==> src/rtl/io_map_pkg.sv <==
// io_map_pkg: J1 I/O page map, chip-select bit positions and master-1 FSM states.
package io_map_pkg;
  localparam logic [7:0] PAGE_MULT  = 8'h67;
  localparam logic [7:0] PAGE_DIV   = 8'h68;
  localparam logic [7:0] PAGE_UART  = 8'h69;
  localparam logic [7:0] PAGE_DPRAM = 8'h70;
  localparam logic [7:0] PAGE_MOTOR = 8'h73;
  localparam int CS_MULT  = 0;
  localparam int CS_DIV   = 1;
  localparam int CS_UART  = 2;
  localparam int CS_DPRAM = 3;
  localparam int CS_MOTOR = 4;
  localparam logic [15:0] RDATA_DEFAULT = 16'h0666;
  typedef enum logic [1:0] {ST_IDLE, ST_WAIT, ST_ACK} m1_state_t;
endpackage

==> src/rtl/io_page_decoder.sv <==
// io_page_decoder: I/O page number to one-hot peripheral chip-select plus mapped flag.
module io_page_decoder
  import io_map_pkg::*;
(
  input  logic [7:0] page,
  output logic [4:0] cs,
  output logic       mapped
);
  always_comb begin
    cs = '0;
    cs[CS_MULT]  = page == PAGE_MULT;
    cs[CS_DIV]   = page == PAGE_DIV;
    cs[CS_UART]  = page == PAGE_UART;
    cs[CS_DPRAM] = page == PAGE_DPRAM;
    cs[CS_MOTOR] = page == PAGE_MOTOR;
    mapped = |cs;
  end
endmodule

==> src/rtl/io_bus_arbiter.sv <==
// io_bus_arbiter: shares the J1 I/O bus with an auxiliary master; J1 always wins,
// master 1 is served in J1 idle cycles via req/ack.
module io_bus_arbiter
  import io_map_pkg::*;
#(
  parameter int unsigned  STARVE_MAX    = 255,
  parameter logic [15:0]  DEFAULT_RDATA = RDATA_DEFAULT
) (
  input  logic        sys_clk_i,
  input  logic        sys_rst_i,
  input  logic        j1_io_rd,
  input  logic        j1_io_wr,
  input  logic [15:0] j1_io_addr,
  input  logic [15:0] j1_io_dout,
  output logic [15:0] j1_io_din,
  input  logic        m1_req,
  input  logic        m1_we,
  input  logic [15:0] m1_addr,
  input  logic [15:0] m1_wdata,
  output logic        m1_ack,
  output logic        m1_err,
  output logic [15:0] m1_rdata,
  output logic        bus_rd,
  output logic        bus_wr,
  output logic [15:0] bus_addr,
  output logic [15:0] bus_dout,
  output logic [4:0]  cs,
  input  logic [15:0] mult_dout,
  input  logic [15:0] div_dout,
  input  logic [15:0] dpram_dout,
  input  logic [15:0] ctrl_mov_dout,
  input  logic        uart_dout,
  output logic        starve_flag,
  input  logic        starve_clr
);
  localparam logic [7:0] SM8 = 8'(STARVE_MAX);
  m1_state_t   state;
  logic [7:0]  wait_cnt, cnt_inc;
  logic [4:0]  bus_cs, m1_cs;
  logic        bus_mapped, m1_mapped, j1_act, m1_serve, m1_stall;
  logic [15:0] rd_mux;
  io_page_decoder u_bus_dec (.page(bus_addr[15:8]), .cs(bus_cs), .mapped(bus_mapped));
  io_page_decoder u_m1_dec  (.page(m1_addr[15:8]),  .cs(m1_cs),  .mapped(m1_mapped));
  assign j1_act   = j1_io_rd | j1_io_wr;
  assign m1_serve = state == ST_WAIT && m1_req && m1_mapped && !j1_act;
  assign m1_stall = state == ST_WAIT && m1_req && m1_mapped && j1_act;
  assign cnt_inc  = wait_cnt == SM8 ? wait_cnt : wait_cnt + 8'd1;
  always_comb begin
    bus_rd   = j1_act ? j1_io_rd : m1_serve & ~m1_we;
    bus_wr   = j1_act ? j1_io_wr : m1_serve & m1_we;
    bus_addr = j1_act ? j1_io_addr : m1_serve ? m1_addr : '0;
    bus_dout = j1_act ? j1_io_dout : m1_serve ? m1_wdata : '0;
    cs       = m1_serve ? m1_cs : bus_cs;
    rd_mux   = !bus_mapped ? DEFAULT_RDATA :
               ({16{cs[CS_MULT]}}  & mult_dout)  |
               ({16{cs[CS_DIV]}}   & div_dout)   |
               ({16{cs[CS_UART]}}  & {15'b0, uart_dout}) |
               ({16{cs[CS_DPRAM]}} & dpram_dout) |
               ({16{cs[CS_MOTOR]}} & ctrl_mov_dout);
    j1_io_din = rd_mux;
  end
  // Only cycles actually lost to J1 count toward starvation; a set outranks a clear.
  always_ff @(posedge sys_clk_i or posedge sys_rst_i) begin
    if (sys_rst_i) begin
      state       <= ST_IDLE;
      wait_cnt    <= '0;
      m1_ack      <= 1'b0;
      m1_err      <= 1'b0;
      m1_rdata    <= '0;
      starve_flag <= 1'b0;
    end else begin
      m1_ack      <= 1'b0;
      m1_err      <= 1'b0;
      starve_flag <= (m1_stall && cnt_inc == SM8) | (starve_flag & ~starve_clr);
      case (state)
        ST_IDLE: if (m1_req) state <= ST_WAIT;
        ST_WAIT: begin
          if (!m1_req) begin
            state    <= ST_IDLE;
            wait_cnt <= '0;
          end else if (!m1_mapped || m1_serve) begin
            state    <= ST_ACK;
            wait_cnt <= '0;
            m1_ack   <= 1'b1;
            m1_err   <= !m1_mapped;
            if (m1_serve && !m1_we) m1_rdata <= rd_mux;
          end else wait_cnt <= cnt_inc;
        end
        default: state <= ST_IDLE;
      endcase
    end
  end
endmodule
==> config.mk <==
export PLATFORM = sky130hd
export DESIGN_NAME = io_bus_arbiter
export DESIGN_NICKNAME = d
export VERILOG_FILES = /design/src/rtl/io_map_pkg.sv /design/src/rtl/io_page_decoder.sv /design/src/rtl/io_bus_arbiter.sv
export SDC_FILE = /design/constraint.sdc
export NUM_CORES = 1
export LEC_CHECK = 0
export ABC_CLOCK_PERIOD_IN_PS = 6430
export CAP_MARGIN = 40
export CORE_MARGIN = 5
export CORE_UTILIZATION = 36
export CTS_CLUSTER_DIAMETER = 80
export DETAILED_ROUTE_END_ITERATION = 8
export PLACE_DENSITY = 0.93
export SETUP_SLACK_MARGIN = 0.05
export SYNTH_ARGS = -nofsm -noshare
export SYNTH_HDL_FRONTEND = slang
export SYNTH_SLANG_ARGS = --single-unit
==> constraint.sdc <==
create_clock -name sys_clk_i -period 6.43 [get_ports sys_clk_i]
set_clock_uncertainty 0.05 [all_clocks]
set_input_delay 1.6075 -clock sys_clk_i [delete_from_list [all_inputs] [get_ports sys_clk_i]]
set_output_delay 1.6075 -clock sys_clk_i [all_outputs]
set_load 0.01 [all_outputs]
# ---- Word level (Yosys, flattened, before mapping)
# Index checks and enable logic that the tools add are counted.
# W data, S select, Z words.
dict set report op_classes {
  muxes 21
  n_reduce_logical 15
  addsub 1
  n_eq_ne 15
  n_bitwise 16
}
# cell n
set op_table {}
lappend op_table {{$eq A8 B7 Y1 const B} 10}
lappend op_table {{$mux W16} 5}
lappend op_table {{$and A16 B16 Y16} 4}
lappend op_table {{$or A16 B16 Y16} 4}
lappend op_table {{$mux W8} 3}
lappend op_table {{$and A16 B1 Y16} 1}
lappend op_table {{$eq A8 B8 Y1 const B} 2}
lappend op_table {{$reduce_or A5 Y1} 2}
lappend op_table {{$add A8 B1 Y8 const B} 1}
lappend op_table {{$mux W1} 8}
lappend op_table {{$logic_and A1 B1 Y1} 6}
lappend op_table {{$mux W2} 3}
lappend op_table {{$mux W5} 1}
lappend op_table {{$pmux W2 S2} 1}
lappend op_table {{$reduce_and A4 Y1} 1}
lappend op_table {{$and A1 B1 Y1} 3}
lappend op_table {{$logic_not A1 Y1} 3}
lappend op_table {{$ne A3 B2 Y1 const B} 1}
lappend op_table {{$eq A2 B1 Y1 const B} 1}
lappend op_table {{$logic_not A2 Y1} 1}
lappend op_table {{$ne A2 B2 Y1 const B} 1}
lappend op_table {{$not A1 Y1} 2}
lappend op_table {{$or A1 B1 Y1} 2}
lappend op_table {{$reduce_and A2 Y1} 1}
lappend op_table {{$logic_or A1 B1 Y1} 1}
dict set report word_totals {
  word_cells 74
  out_inout_bits 74
  regBits 29
  input_bits 136
}

# ---- Longest topological paths before layout
# Gate-level depths: netlist of the first run.
dict set report depth {
  ltp_word 14
  depth_mapped 12
  ltp_nobuf 8
}

# ---- Modules after synthesis
# Synthesis of the first run repeated with hierarchy kept, for this count alone.
dict set report unflattened {
  hier_cells 380
  area_unflattened_um2 2962.8
}
# mod seq_area_each_um2 area_each_um2 cells_each instances
set modules_own_cells {}
lappend modules_own_cells {io_bus_arbiter 725.7 2760.1 348 1}
lappend modules_own_cells {io_page_decoder 0.0 101.3 16 2}

# ---- Least setup slack after synthesis of the first run
# Ideal clock, no wire load.
dict set report synth_timing {
  path_kind {input to output}
  start {input j1_io_wr}
  end {output j1_io_din[10]}
  slack_ns 0.982
  path_buffers 4
  stages 12
  arrival_ns 3.790
  required_time_ns 4.773
  cell_sequence {or2_1 -> clkbuf_1 -> or3_1 -> clkbuf_1 -> o31a_1 -> buf_2 -> clkinv_2 -> nor2_1 -> buf_2 -> o21ai_0 -> o21ai_0 -> nand2_1}
}
dict set report synth_via {
  elab_chain_cells 13
  elab_cells_between_ends 22
  cone_classes {eq/ne (5); mux (4); bitwise (10); reduce/logical (3)}
}
# element line_no
set synth_rtl {}
lappend synth_rtl {{start, declared} io_bus_arbiter.sv:12} ;# input logic j1_io_wr,
lappend synth_rtl {{$or A1 B1 Y1 (*)} io_bus_arbiter.sv:44} ;# assign j1_act = j1_io_rd | j1_io_wr;
lappend synth_rtl {{$logic_not A1 Y1} io_bus_arbiter.sv:45} ;# assign m1_serve = state == ST_WAIT && m1_req && m1_mapped && !j1_act;
lappend synth_rtl {{$logic_and A1 B1 Y1} io_bus_arbiter.sv:45}
lappend synth_rtl {{$mux W16} io_bus_arbiter.sv:51} ;# bus_addr = j1_act ? j1_io_addr : m1_serve ? m1_addr : '0;
lappend synth_rtl {{$mux W16 (*)} io_bus_arbiter.sv:51}
lappend synth_rtl {{via bus_addr[12]} io_bus_arbiter.sv:25} ;# output logic [15:0] bus_addr,
lappend synth_rtl {{$eq A8 B7 Y1 (on tied branches)} {io_page_decoder.sv:11, io_page_decoder.sv:12}}
lappend synth_rtl {{$mux W5} io_bus_arbiter.sv:53} ;# cs = m1_serve ? m1_cs : bus_cs;
lappend synth_rtl {{$and A16 B16 Y16 (on tied branches)} {io_bus_arbiter.sv:55, io_bus_arbiter.sv:56}}
lappend synth_rtl {{$or A16 B16 Y16} io_bus_arbiter.sv:55} ;# ({16{cs[CS_MULT]}} & mult_dout) |
lappend synth_rtl {{$or A16 B16 Y16} io_bus_arbiter.sv:56} ;# ({16{cs[CS_DIV]}} & div_dout) |
lappend synth_rtl {{$or A16 B16 Y16} io_bus_arbiter.sv:57} ;# ({16{cs[CS_UART]}} & {15'b0, uart_dout}) |
lappend synth_rtl {{$or A16 B16 Y16} io_bus_arbiter.sv:58} ;# ({16{cs[CS_DPRAM]}} & dpram_dout) |
lappend synth_rtl {{$mux W16 (*)} io_bus_arbiter.sv:54} ;# rd_mux = !bus_mapped ? DEFAULT_RDATA :
lappend synth_rtl {{end, declared} io_bus_arbiter.sv:15} ;# output logic [15:0] j1_io_din,
# The timed path passes the listed nets; every way through them passes the cells marked *.

# ---- Worst setup path after layout of the first run
dict set report layout_timing {
  start {input m1_addr[10]}
  end {output j1_io_din[9]}
}
dict set report layout_via {
  elab_chain_cells 14
  elab_cells_between_ends 27
  cone_classes {eq/ne (10); mux (4); bitwise (9); reduce/logical (4)}
}
# element line_no
set layout_rtl {}
lappend layout_rtl {{start, declared} io_bus_arbiter.sv:18} ;# input logic [15:0] m1_addr,
lappend layout_rtl {{$eq A8 B7 Y1 (on tied branches)} -}
lappend layout_rtl {{$reduce_or A5 Y1} io_page_decoder.sv:16} ;# mapped = |cs;
lappend layout_rtl {{$logic_and A1 B1 Y1 (2 in series)} io_bus_arbiter.sv:45}
lappend layout_rtl {{$mux W16 (2 in series)} io_bus_arbiter.sv:51}
lappend layout_rtl {{$eq A8 B7 Y1 (on tied branches)} {io_page_decoder.sv:11, io_page_decoder.sv:12}}
lappend layout_rtl {{$mux W5} io_bus_arbiter.sv:53}
lappend layout_rtl {{$and A16 B16 Y16 (on tied branches)} {io_bus_arbiter.sv:55, io_bus_arbiter.sv:56}}
lappend layout_rtl {{$or A16 B16 Y16} io_bus_arbiter.sv:55}
lappend layout_rtl {{$or A16 B16 Y16} io_bus_arbiter.sv:56}
lappend layout_rtl {{$or A16 B16 Y16} io_bus_arbiter.sv:57}
lappend layout_rtl {{$or A16 B16 Y16} io_bus_arbiter.sv:58}
lappend layout_rtl {{$mux W16 (*)} io_bus_arbiter.sv:54}
# Mark *: on every way between the ends. The rest lies on a longest branch, timed or not.

==> results of run 1 <==
==> Yosys cell counts, types with 2 or more instances <==
cell type  count  area, sq um
a22o_1        48          420
nand2_1       47          176
a21oi_1       33          165
nor2_1        30          113
dfrtp_1       29          726
nand3_1       19         95.1
o21ai_0       15         75.1
clkbuf_1      13         48.8
a31oi_1       12         75.1
a211oi_1       7         52.6
inv_1          7         26.3
buf_2          6         30.0
nor3_1         6         30.0
nor2b_1        5         31.3
a221oi_1       4         35.0
and3_1         4         25.0
nand3b_1       4         30.0
and2_1         3         18.8
buf_1          3         11.3
nand4_1        3         18.8
o31ai_1        3         22.5
a21o_1         2         15.0
buf_6          2         22.5
nand2b_1       2         12.5
o31a_1         2         17.5
or2_2          2         12.5
or3_1          2         12.5
xnor2_1        2         17.5
==> metrics by stage <==
step           utilization (%)  total power [mW]  std cells  instance area (sq um)  worst slack (ps)
2_1_floorplan                -             0.260        337                   2570               982
3_3_place_gp              71.2             0.402        643                   4890              91.8
3_5_place_dp              71.6             0.408        644                   4920              42.4
4_1_cts                   73.5             0.608        652                   5050              94.1
5_1_grt                   74.1             0.629        654                   5090              51.1
6_report                  74.1             0.606        654                   5090               102
==> power breakdown <==
part | internal, mW | switching (mW) | leakage (nW)
combinational | 0.139 | 0.0811 | 1.59
clock | 0.126 | 0.0716 | 0.0574
sequential | 0.187 | 0.00245 | 0.401
==> state kept, by name, summed over array words and instances (netlist names) <==
name,count
m1_err,1
wait_cnt,8
m1_ack,1
starve_flag,1
m1_rdata,16
state,2
==> kinds of logic (layout without fill, tap and decap cells) <==
logic type                 after synthesis  in the layout
adders and majority gates                1              1
xor gates and xnor gates                 2              2
and+or+nand+nor                        133            133
AOI/OAI and AO/OA                      137            137
DFF                                     29             29
buffers and inverters                   34            255
muxes                                    1              1
==> layer usage <==
metal / global-route usage, % / wire length, microns / vias to the layer above
met4: 9.01 / 331 / 0
met1: 29.0 / 4260 / 1713
met3: 5.50 / 1140 / 28
li1: - / - / 1716
met5: 0 / 0 / -
met2: 47.2 / 6420 / 226
==> repair_timing <==
action                     in CTS  in global routing
buffers inserted                0                  2
pin swaps                       0                  1
gates resized for setup         1                  6
hold buffers                    0                  0
gates cloned                    0                  0
setup endpoints to repair       1                 16
==> how the worst min path moves through the flow <==
stage	cells past startpoint	start	slack [ps]	end
after floorplan	1	state[0]$_DFFE_PP0P_	380	state[0]$_DFFE_PP0P_
after global placement	1	state[0]$_DFFE_PP0P_	390	state[0]$_DFFE_PP0P_
after detailed placement	1	state[0]$_DFFE_PP0P_	410	state[0]$_DFFE_PP0P_
after CTS	1	state[0]$_DFFE_PP0P_	420	state[0]$_DFFE_PP0P_
after global routing	1	state[0]$_DFFE_PP0P_	440	state[0]$_DFFE_PP0P_
final	1	state[0]$_DFFE_PP0P_	420	state[0]$_DFFE_PP0P_
==> area by class of cell <==
type / count / area [sq um] / area share (%)
repair buffers: 238 / 2350 / 46.3
clock inverters: 2 / 37.5 / 0.737
flip-flops and latches: 29 / 726 / 14.3
well taps: 96 / 120 / 2.36
multi-input cells: 274 / 1730 / 34.1
inverters: 9 / 35.0 / 0.688
clock buffers: 6 / 82.6 / 1.62
==> qor.txt, run 1 <==
slowest stage delay, CP = 570 ps
Synth Area in Adders = 0.486%
Mapped Nets = 474
global router's overall resource usage = 25.6%
number of synthesized flops with an enable pin = 0
HPWL Detailed = 10.0 mm
die footprint = 8940 sq um
crit path cell chain = clkdlybuf4s50_1 > or4b_4 > or4_4 > o311ai_2 > a211oi_4 > buf_12 > a22o_1 > a211oi_1 > nand2_1 > clkdlybuf4s50_1
Nets = 694
number of H-tree levels = 2
Worst-Margin Slew = 626 ps
FILL cells = 515
Yosys cell types = 50
maximum vdd drop = 0.0000914 V
Final Hold Vio Count = 0
Area growth, synth to finish = 97.7%
Synth Area in Compound Gates = 39.4%
initial antenna violation count = 0
clk slew on worst S/H paths = 60 ps
I/O Buffers = 209
WP buf/inv = 3
Async SR Flop Fraction = 100%
CTS max path bufs = 2
most frequent cells in the layout = clkdlybuf4s50_1, a22o_1, nand2_1
Antenna Violating Nets Remaining = 0
vias in the first global route = 3,628
reg2reg end = m1_rdata[11]$_DFFE_PP0P_
mux cell area share after synthesis = 0.389%
P_leak = 2.04 nW
largest family of logic cells by synthesized area = compound AO/OA/AOI/OAI gates
simple-gate share of the synthesized area = 24.9%
share of the yosys chip area belonging to registers = 28.2%
gate count of the mapped netlist = 337
Antenna Cells = 0
max cap viols = 0
outcome = finished clean
Ports = 210
worst path required time = 4770 ps
Initial Util = 37.5%
Hold WC Path Type = reg2reg
Skew-Pair Late Insertion Delay = 280 ps
Final Setup Violations = 0
root buffer cell = clkbuf_8
ys flop type = dfrtp_1
share of cells above drive strength 1 = 10.2%
DR WL/cell = 18.6 microns
Reg2Reg Depth = 8
CP dominant cell by count = clkdlybuf4s50_1
post-route minimum period = 6330 ps
pin count of the biggest net entering global routing = 33
Fmax = 158 MHz
CP Class = in2out
critical path endpoint category = output pin
register bit count reported by yosys = 29
DRT Wirelength = 12.2 mm
FF-to-FF setup slack = 3670 ps
Critical Path AT = 4670 ps
grt ovf = 0
routed vias = 3,683
post-DR vias/cell = 5.63
Syn Std Cell Area = 2570 sq um
clock sink count = 29
Crit. path cell count = 10
Core Box Area = 6870 sq um
CTS tree = yes
worst hold margin = 421 ps
fin. max-slew vios = 0
Warnings, synthesis = 0
Detailed Routing Iterations Pass 1 = 6
drc violations = 0
CP startpoint kind = input pin
most common cell after layout, fill and taps aside = clkdlybuf4s50_1
global placement routability congestion = 0.900
post-route clock period utilization = 98.4%
violation count after the first detailed-route iteration = 256
Die W = 94.6 microns
setup repair after global routing missed its margin = no
pwr/cell area = 119 nW/um^2
crit path launch = m1_addr[10]
Cell Rows = 30
Worst Setup EP = j1_io_din[9]
setup_tns = 0 ps
crit-path max FO = 17
die height = 94.6 microns
R2R Path Start = state[1]$_DFFE_PP0P_
slew margin rel. = 58.2%
Post-Synth XOR/XNOR Area = 0.680%
Avg Cell Area, Syn = 7.64 sq um
Slowest-stage cell, CP = or4_4
Num CTS Buffers = 5
first-pass GRT wire length = 17.9 mm
Crit path max-delay family = simple AND/OR/NAND/NOR gates
(Power assumes the default switching activity.)
==> run 2: changes to the inputs <==
--- a/constraint.sdc
+++ b/constraint.sdc
@@ -4,2 +4,2 @@
 set_output_delay 1.6075 -clock sys_clk_i [all_outputs]
-set_load 0.01 [all_outputs]
+set_load 0.005 [all_outputs]
==> run 2 against run 1 <==
  * Design area grew 0.27%
  * Global-route usage grew 0.39 points
  * Combinational power shrank 3%
  * Sequential share of layout area hardly changed
  * Die area stayed put
  * Worst hold slack got worse by 5.8 ps
  * Core utilization rose by 0.20 points
==> qor.txt, run 2 (synthesized netlist as in run 1, its figures left out) <==
outcome = finished clean
initial antenna violation count = 0 (unchanged)
Top reg by flops = m1_rdata
clock sink count = 29 (unchanged)
first-pass GRT wire length = 18.4 mm (+2.7%)
global placement routability congestion = 0.873 (-2.9%)
maximum vdd drop = 0.0000731 V (-20%)
CTS max path bufs = 2 (unchanged)
fin. max-slew vios = 0 (unchanged)
CP Class = in2out
setup repair after global routing missed its margin = no
Fmax = 159 MHz (+0.66%)
Skew-Pair Late Insertion Delay = 280 ps (about the same)
drc violations = 0 (unchanged)
pin count of the biggest net entering global routing = 33 (unchanged)
DRT Wirelength = 12.0 mm (-1.5%)
CTS Hold Bufs = 0 (unchanged)
FILL cells = 513 (-0.39%)
Nets = 693 (-0.14%)
Core Util, Final = 74.3% (+0.20 points)
post-DR vias/cell = 5.62 (-0.15%)
Initial Util = 37.5% (unchanged)
crit-path max FO = 12 (-5)
clk slew on worst S/H paths = 60 ps (about the same)
Final Hold Vio Count = 0 (unchanged)
post-route clock period utilization = 97.8% (-0.65 points)
CTS tree = yes
critical path endpoint category = output pin
routed vias = 3,672 (-0.30%)
Worst-Margin Slew = 614 ps (-12.0 ps)
DR WL/cell = 18.3 microns (-1.4%)
Final Setup Violations = 0 (unchanged)
grt ovf = 0 (unchanged)
Ports = 210 (unchanged)
Detailed Routing Iterations Pass 1 = 5 (-1)
most frequent cells in the layout = clkdlybuf4s50_1, a22o_1, nand2_1
most common cell after layout, fill and taps aside = clkdlybuf4s50_1
HPWL Detailed = 9.82 mm (-1.8%)
slew margin rel. = 59.0% (+0.80 points)
die footprint = 8940 sq um (unchanged)
violation count after the first detailed-route iteration = 262 (+2.3%)
Hold WC Path Type = reg2reg
number of H-tree levels = 2 (unchanged)
max cap viols = 0 (unchanged)
Antenna Cells = 0 (unchanged)
vias in the first global route = 3,692 (+1.8%)
Die W = 94.6 microns (unchanged)
Critical Path AT = 4630 ps (-40 ps)
worst path required time = 4770 ps (about the same)
I/O Buffers = 209 (unchanged)
pwr/cell area = 117 nW/um^2 (-1.7%)
Num CTS Buffers = 5 (unchanged)
Cell Rows = 30 (unchanged)
global router's overall resource usage = 26.0% (+0.39 points)
setup_tns = 0 ps (unchanged)
die height = 94.6 microns (unchanged)
Area growth, synth to finish = 98.2%
FF-to-FF setup slack = 3780 ps (+110 ps)
max reg flops = 16 (unchanged)
Core Box Area = 6870 sq um (unchanged)
Largest regs = m1_rdata x16, wait_cnt x8, state x2
post-route minimum period = 6290 ps (-41.7 ps)
CP startpoint kind = input pin
share of cells above drive strength 1 = 10.2% (+0.018 points)
Antenna Violating Nets Remaining = 0 (unchanged)
root buffer cell = clkbuf_8
P_leak = 2.04 nW (-0.25%)
-- run 2: cell types whose count changed in the layout (fill, tap and decap cells not counted) --
cell	before	now
clkinvlp_4	1	0
clkbuf_1	0	1
nor2_1	30	29
a21oi_2	1	0
o211ai_4	0	1
o211ai_2	1	0
a21oi_4	0	1
o221ai_2	0	1
buf_4	26	25
o221ai_1	1	0
nor2_2	0	1
-- run 2: layout make-up --
| cell class | instances | area [sq um] | area share (%) |
|---|---|---|---|
| Clock buffer | 7 | 86.3 | 1.69 |
| Tap cell | 96 | 120 | 2.35 |
| Timing Repair Buffer | 237 | 2350 | 46.0 |
| Clock inverter | 1 | 30.0 | 0.588 |
| Multi-Input combinational cell | 274 | 1760 | 34.5 |
| Sequential cell | 29 | 726 | 14.2 |
| Inverter | 9 | 35.0 | 0.686 |
-- run 2: per-stage QoR --
stage	area (sq um)	power [mW]	setup slack [ps]	hold WS, ps	instances
2_1_floorplan	2570	0.252	1040	379	337
3_3_place_gp	4890	0.394	71.0	390	642
3_5_place_dp	4910	0.401	24.5	410	643
4_1_cts	5050	0.597	56.0	413	651
5_1_grt	5100	0.623	14.8	458	653
6_report	5100	0.598	144	415	653
-- run 2: metal layers --
| metal | part of all wire, % | global-route usage [%] | wire length (microns) | up-vias |
|---|---|---|---|---|
| met5 | 0 | 0 | 0 | - |
| met4 | 2.6 | 9.25 | 317 | 0 |
| met3 | 8.3 | 6.69 | 990 | 27 |
| met2 | 53 | 46.8 | 6300 | 197 |
| met1 | 36 | 29.6 | 4360 | 1729 |
| li1 | - | - | - | 1719 |
-- run 2: worst paths after layout --
path                                       from                  endpoint  cells after the start
min reg2reg                state[0]$_DFFE_PP0P_      state[0]$_DFFE_PP0P_                      1
min                        state[0]$_DFFE_PP0P_      state[0]$_DFFE_PP0P_                      1
max reg2reg                state[1]$_DFFE_PP0P_   m1_rdata[1]$_DFFE_PP0P_                      9
min in group asynchronous             sys_rst_i          m1_ack$_DFF_PP0_                      2
max                                    j1_io_wr              j1_io_din[6]                     11
max in group asynchronous             sys_rst_i  m1_rdata[15]$_DFFE_PP0P_                      3
-- run 2: critical path: stages --
cell	delay, ps
clkdlybuf4s50_1	450
or2_1	280
or3_1	520
o31a_2	470
clkinv_2	120
buf_4	150
nand3_1	100
a21oi_1	240
a211oi_2	90
nand2_1	80
clkdlybuf4s50_1	510
-- run 2: repair_timing --
action / CTS / global route
pin swaps: 0 / 5
resized for setup: 3 / 8
endpoints found under the setup margin: 3 / 16
setup buffers: 0 / 2
-- run 2: report_power, final --
part / leakage [nW] / switching [mW] / total [mW] / internal [mW]
sequential: 0.401 / 0.00252 / 0.189 / 0.187
combinational: 1.58 / 0.0742 / 0.213 / 0.138
clock: 0.0585 / 0.0696 / 0.196 / 0.126
==> run 3: changes to the inputs <==
TNS_END_PERCENT = 1   (was unset)
==> run 3 against run 2 <==
  * Via count shrank 0.90%
  * Global-route usage shrank 0.23 points
  * Combinational power is essentially flat
  * Cell count shrank 0.15%
  * Core utilization shrank 0.22 points
  * Sequential power is essentially flat
  * Critical path depth shrank 1
  * Wire length grew 0.47%
  * First-iteration DRC count shrank 13%
  * Sequential share of layout area is essentially flat
  * Critical endpoint is now j1_io_din[1]
  * Largest power group unchanged
==> qor.txt, run 3 (synthesized netlist as in run 1, its figures left out) <==
outcome = finished clean
drc violations = 0 (unchanged)
clock sink count = 29 (unchanged)
HPWL Detailed = 9.82 mm (unchanged)
Area growth, synth to finish = 97.6%
Ports = 210 (unchanged)
CTS max path bufs = 2 (unchanged)
P_leak = 2.04 nW (about the same)
vias in the first global route = 3,667 (-0.68%)
Core Box Area = 6870 sq um (unchanged)
maximum vdd drop = 0.0000732 V (+0.16%)
Antenna Violating Nets Remaining = 0 (unchanged)
post-route minimum period = 6300 ps (+15.5 ps)
clk slew on worst S/H paths = 60 ps (about the same)
DR WL/cell = 18.4 microns (+0.62%)
Slowest-stage cell, CP = or4b_4
number of H-tree levels = 2 (unchanged)
CP Class = in2out
Worst-Margin Slew = 608 ps (-6.61 ps)
Antenna Cells = 0 (unchanged)
setup repair after global routing missed its margin = yes
CP dominant cell by count = clkdlybuf4s50_1
CTS Hold Bufs = 0 (unchanged)
Top reg by flops = m1_rdata
fin worst setup slack = 128 ps (-15.5 ps)
DRT Wirelength = 12.0 mm (+0.47%)
Final Hold Vio Count = 0 (unchanged)
Num CTS Buffers = 5 (unchanged)
CTS tree = yes
Core Util, Final = 74.1% (-0.22 points)
crit path cell chain = clkdlybuf4s50_1 > or4b_4 > or4_4 > o311ai_2 > a211oi_4 > buf_12 > a22o_1 > a221oi_2 > nand2_1 > clkdlybuf4s50_1
CP startpoint kind = input pin
pin count of the biggest net entering global routing = 33 (unchanged)
initial antenna violation count = 0 (unchanged)
most common cell after layout, fill and taps aside = clkdlybuf4s50_1
Non-Filler Instances = 652 (-0.15%)
WP buf/inv = 3 (-1)
max cap viols = 0 (unchanged)
combined area of the multi-input logic cells = 1750 sq um (-0.43%)
Nets = 692 (-0.14%)
I/O Buffers = 209 (unchanged)
Placement Setup Slack = 24.5 ps (unchanged)
post-route cell area = 5090 sq um (-0.29%)
most frequent cells in the layout = clkdlybuf4s50_1, a22o_1, nand2_1
post-route clock period utilization = 98.0% (+0.24 points)
Largest regs = m1_rdata x16, wait_cnt x8, state x2
setup_tns = 0 ps (unchanged)
share of cells above drive strength 1 = 10.3% (+0.018 points)
Final Setup Violations = 0 (unchanged)
violation count after the first detailed-route iteration = 229 (-13%)
slowest stage delay, CP = 590 ps (+70 ps)
crit-path max FO = 17 (+5)
Die W = 94.6 microns (unchanged)
worst path required time = 4770 ps (about the same)
slew margin rel. = 59.4% (+0.44 points)
FILL cells = 514 (+0.19%)
die height = 94.6 microns (unchanged)
Cell Rows = 30 (unchanged)
routed vias = 3,639 (-0.90%)
global placement routability congestion = 0.873 (unchanged)
fin. max-slew vios = 0 (unchanged)
critical path endpoint category = output pin
Skew-Pair Late Insertion Delay = 280 ps (about the same)
Crit path max-delay family = simple AND/OR/NAND/NOR gates
Inst Count DP = 643 (unchanged)
pwr/cell area = 117 nW/um^2 (+0.19%)
max reg flops = 16 (unchanged)
Area after DPL = 4910 sq um (unchanged)
post-DR vias/cell = 5.58 (-0.75%)
Hold WC Path Type = reg2reg
Detailed Routing Iterations Pass 1 = 5 (unchanged)
grt ovf = 0 (unchanged)
first-pass GRT wire length = 18.2 mm (-0.68%)
Reg area = 726 sq um (unchanged)
Fmax = 159 MHz (-0.25%)
root buffer cell = clkbuf_8
die footprint = 8940 sq um (unchanged)
global router's overall resource usage = 25.8% (-0.23 points)
Initial Util = 37.5% (unchanged)
Critical Path AT = 4640 ps (about the same)
[run 3: area by class of cell]
cell class                      instances  area share (%)
Inverter                                9           0.688
Timing Repair Buffer                  236            46.0
Tap cell                               96            2.36
Clock inverter                          1           0.590
Sequential cell                        29            14.3
Clock buffer                            7            1.70
Multi-Input combinational cell        274            34.4
[run 3: through the flow]
stage | hold WS, ps | power, mW
2_1_floorplan | 379 | 0.252
3_3_place_gp | 390 | 0.394
3_5_place_dp | 410 | 0.401
4_1_cts | 413 | 0.597
5_1_grt | 458 | 0.622
6_report | 418 | 0.597
[run 3: timing repair]
action                                  CTS  global route
pin swaps                                 0             1
setup buffers                             0             1
gates resized for setup                   1             9
endpoints found under the setup margin    3            16
cloned                                    0             0
[run 3: path summary, 6_finish.rpt]
kind                                            from                        to  slack [ps]  cells after the start
worst max-delay path                      m1_addr[9]              j1_io_din[1]         130                     10
worst min-delay path            state[0]$_DFFE_PP0P_      state[0]$_DFFE_PP0P_         420                      1
worst max register to register  state[1]$_DFFE_PP0P_  m1_rdata[11]$_DFFE_PP0P_        3740                      8
worst min register to register  state[0]$_DFFE_PP0P_      state[0]$_DFFE_PP0P_         420                      1
max in group asynchronous                  sys_rst_i  m1_rdata[13]$_DFFE_PP0P_        4180                      3
min in group asynchronous                  sys_rst_i          m1_ack$_DFF_PP0_        1660                      2
[run 3: worst register-to-register path, stage by stage (launching register included)]
cell and delay, ps:
dfrtp_1 390, nand3b_1 180, or3_1 440, a21oi_2 410, buf_4 360, nor2b_2 220
buf_4 320, nor2_1 80, a31oi_1 160
[run 3: routing by layer]
layer  global-route usage (%)  share of wire, %  vias to the layer above
li1                         -                 -                     1714
met2                     46.4                53                      168
met5                        0                 0                        -
met3                     7.09               7.3                       27
met1                     29.3                37                     1730
met4                     8.41               2.5                        0
[run 3: where the power goes]
| part | internal [mW] | switching [mW] |
|---|---|---|
| Clock | 0.126 | 0.0695 |
| Combinational | 0.138 | 0.0738 |
| Sequential | 0.187 | 0.00251 |
| Total | 0.451 | 0.146 |
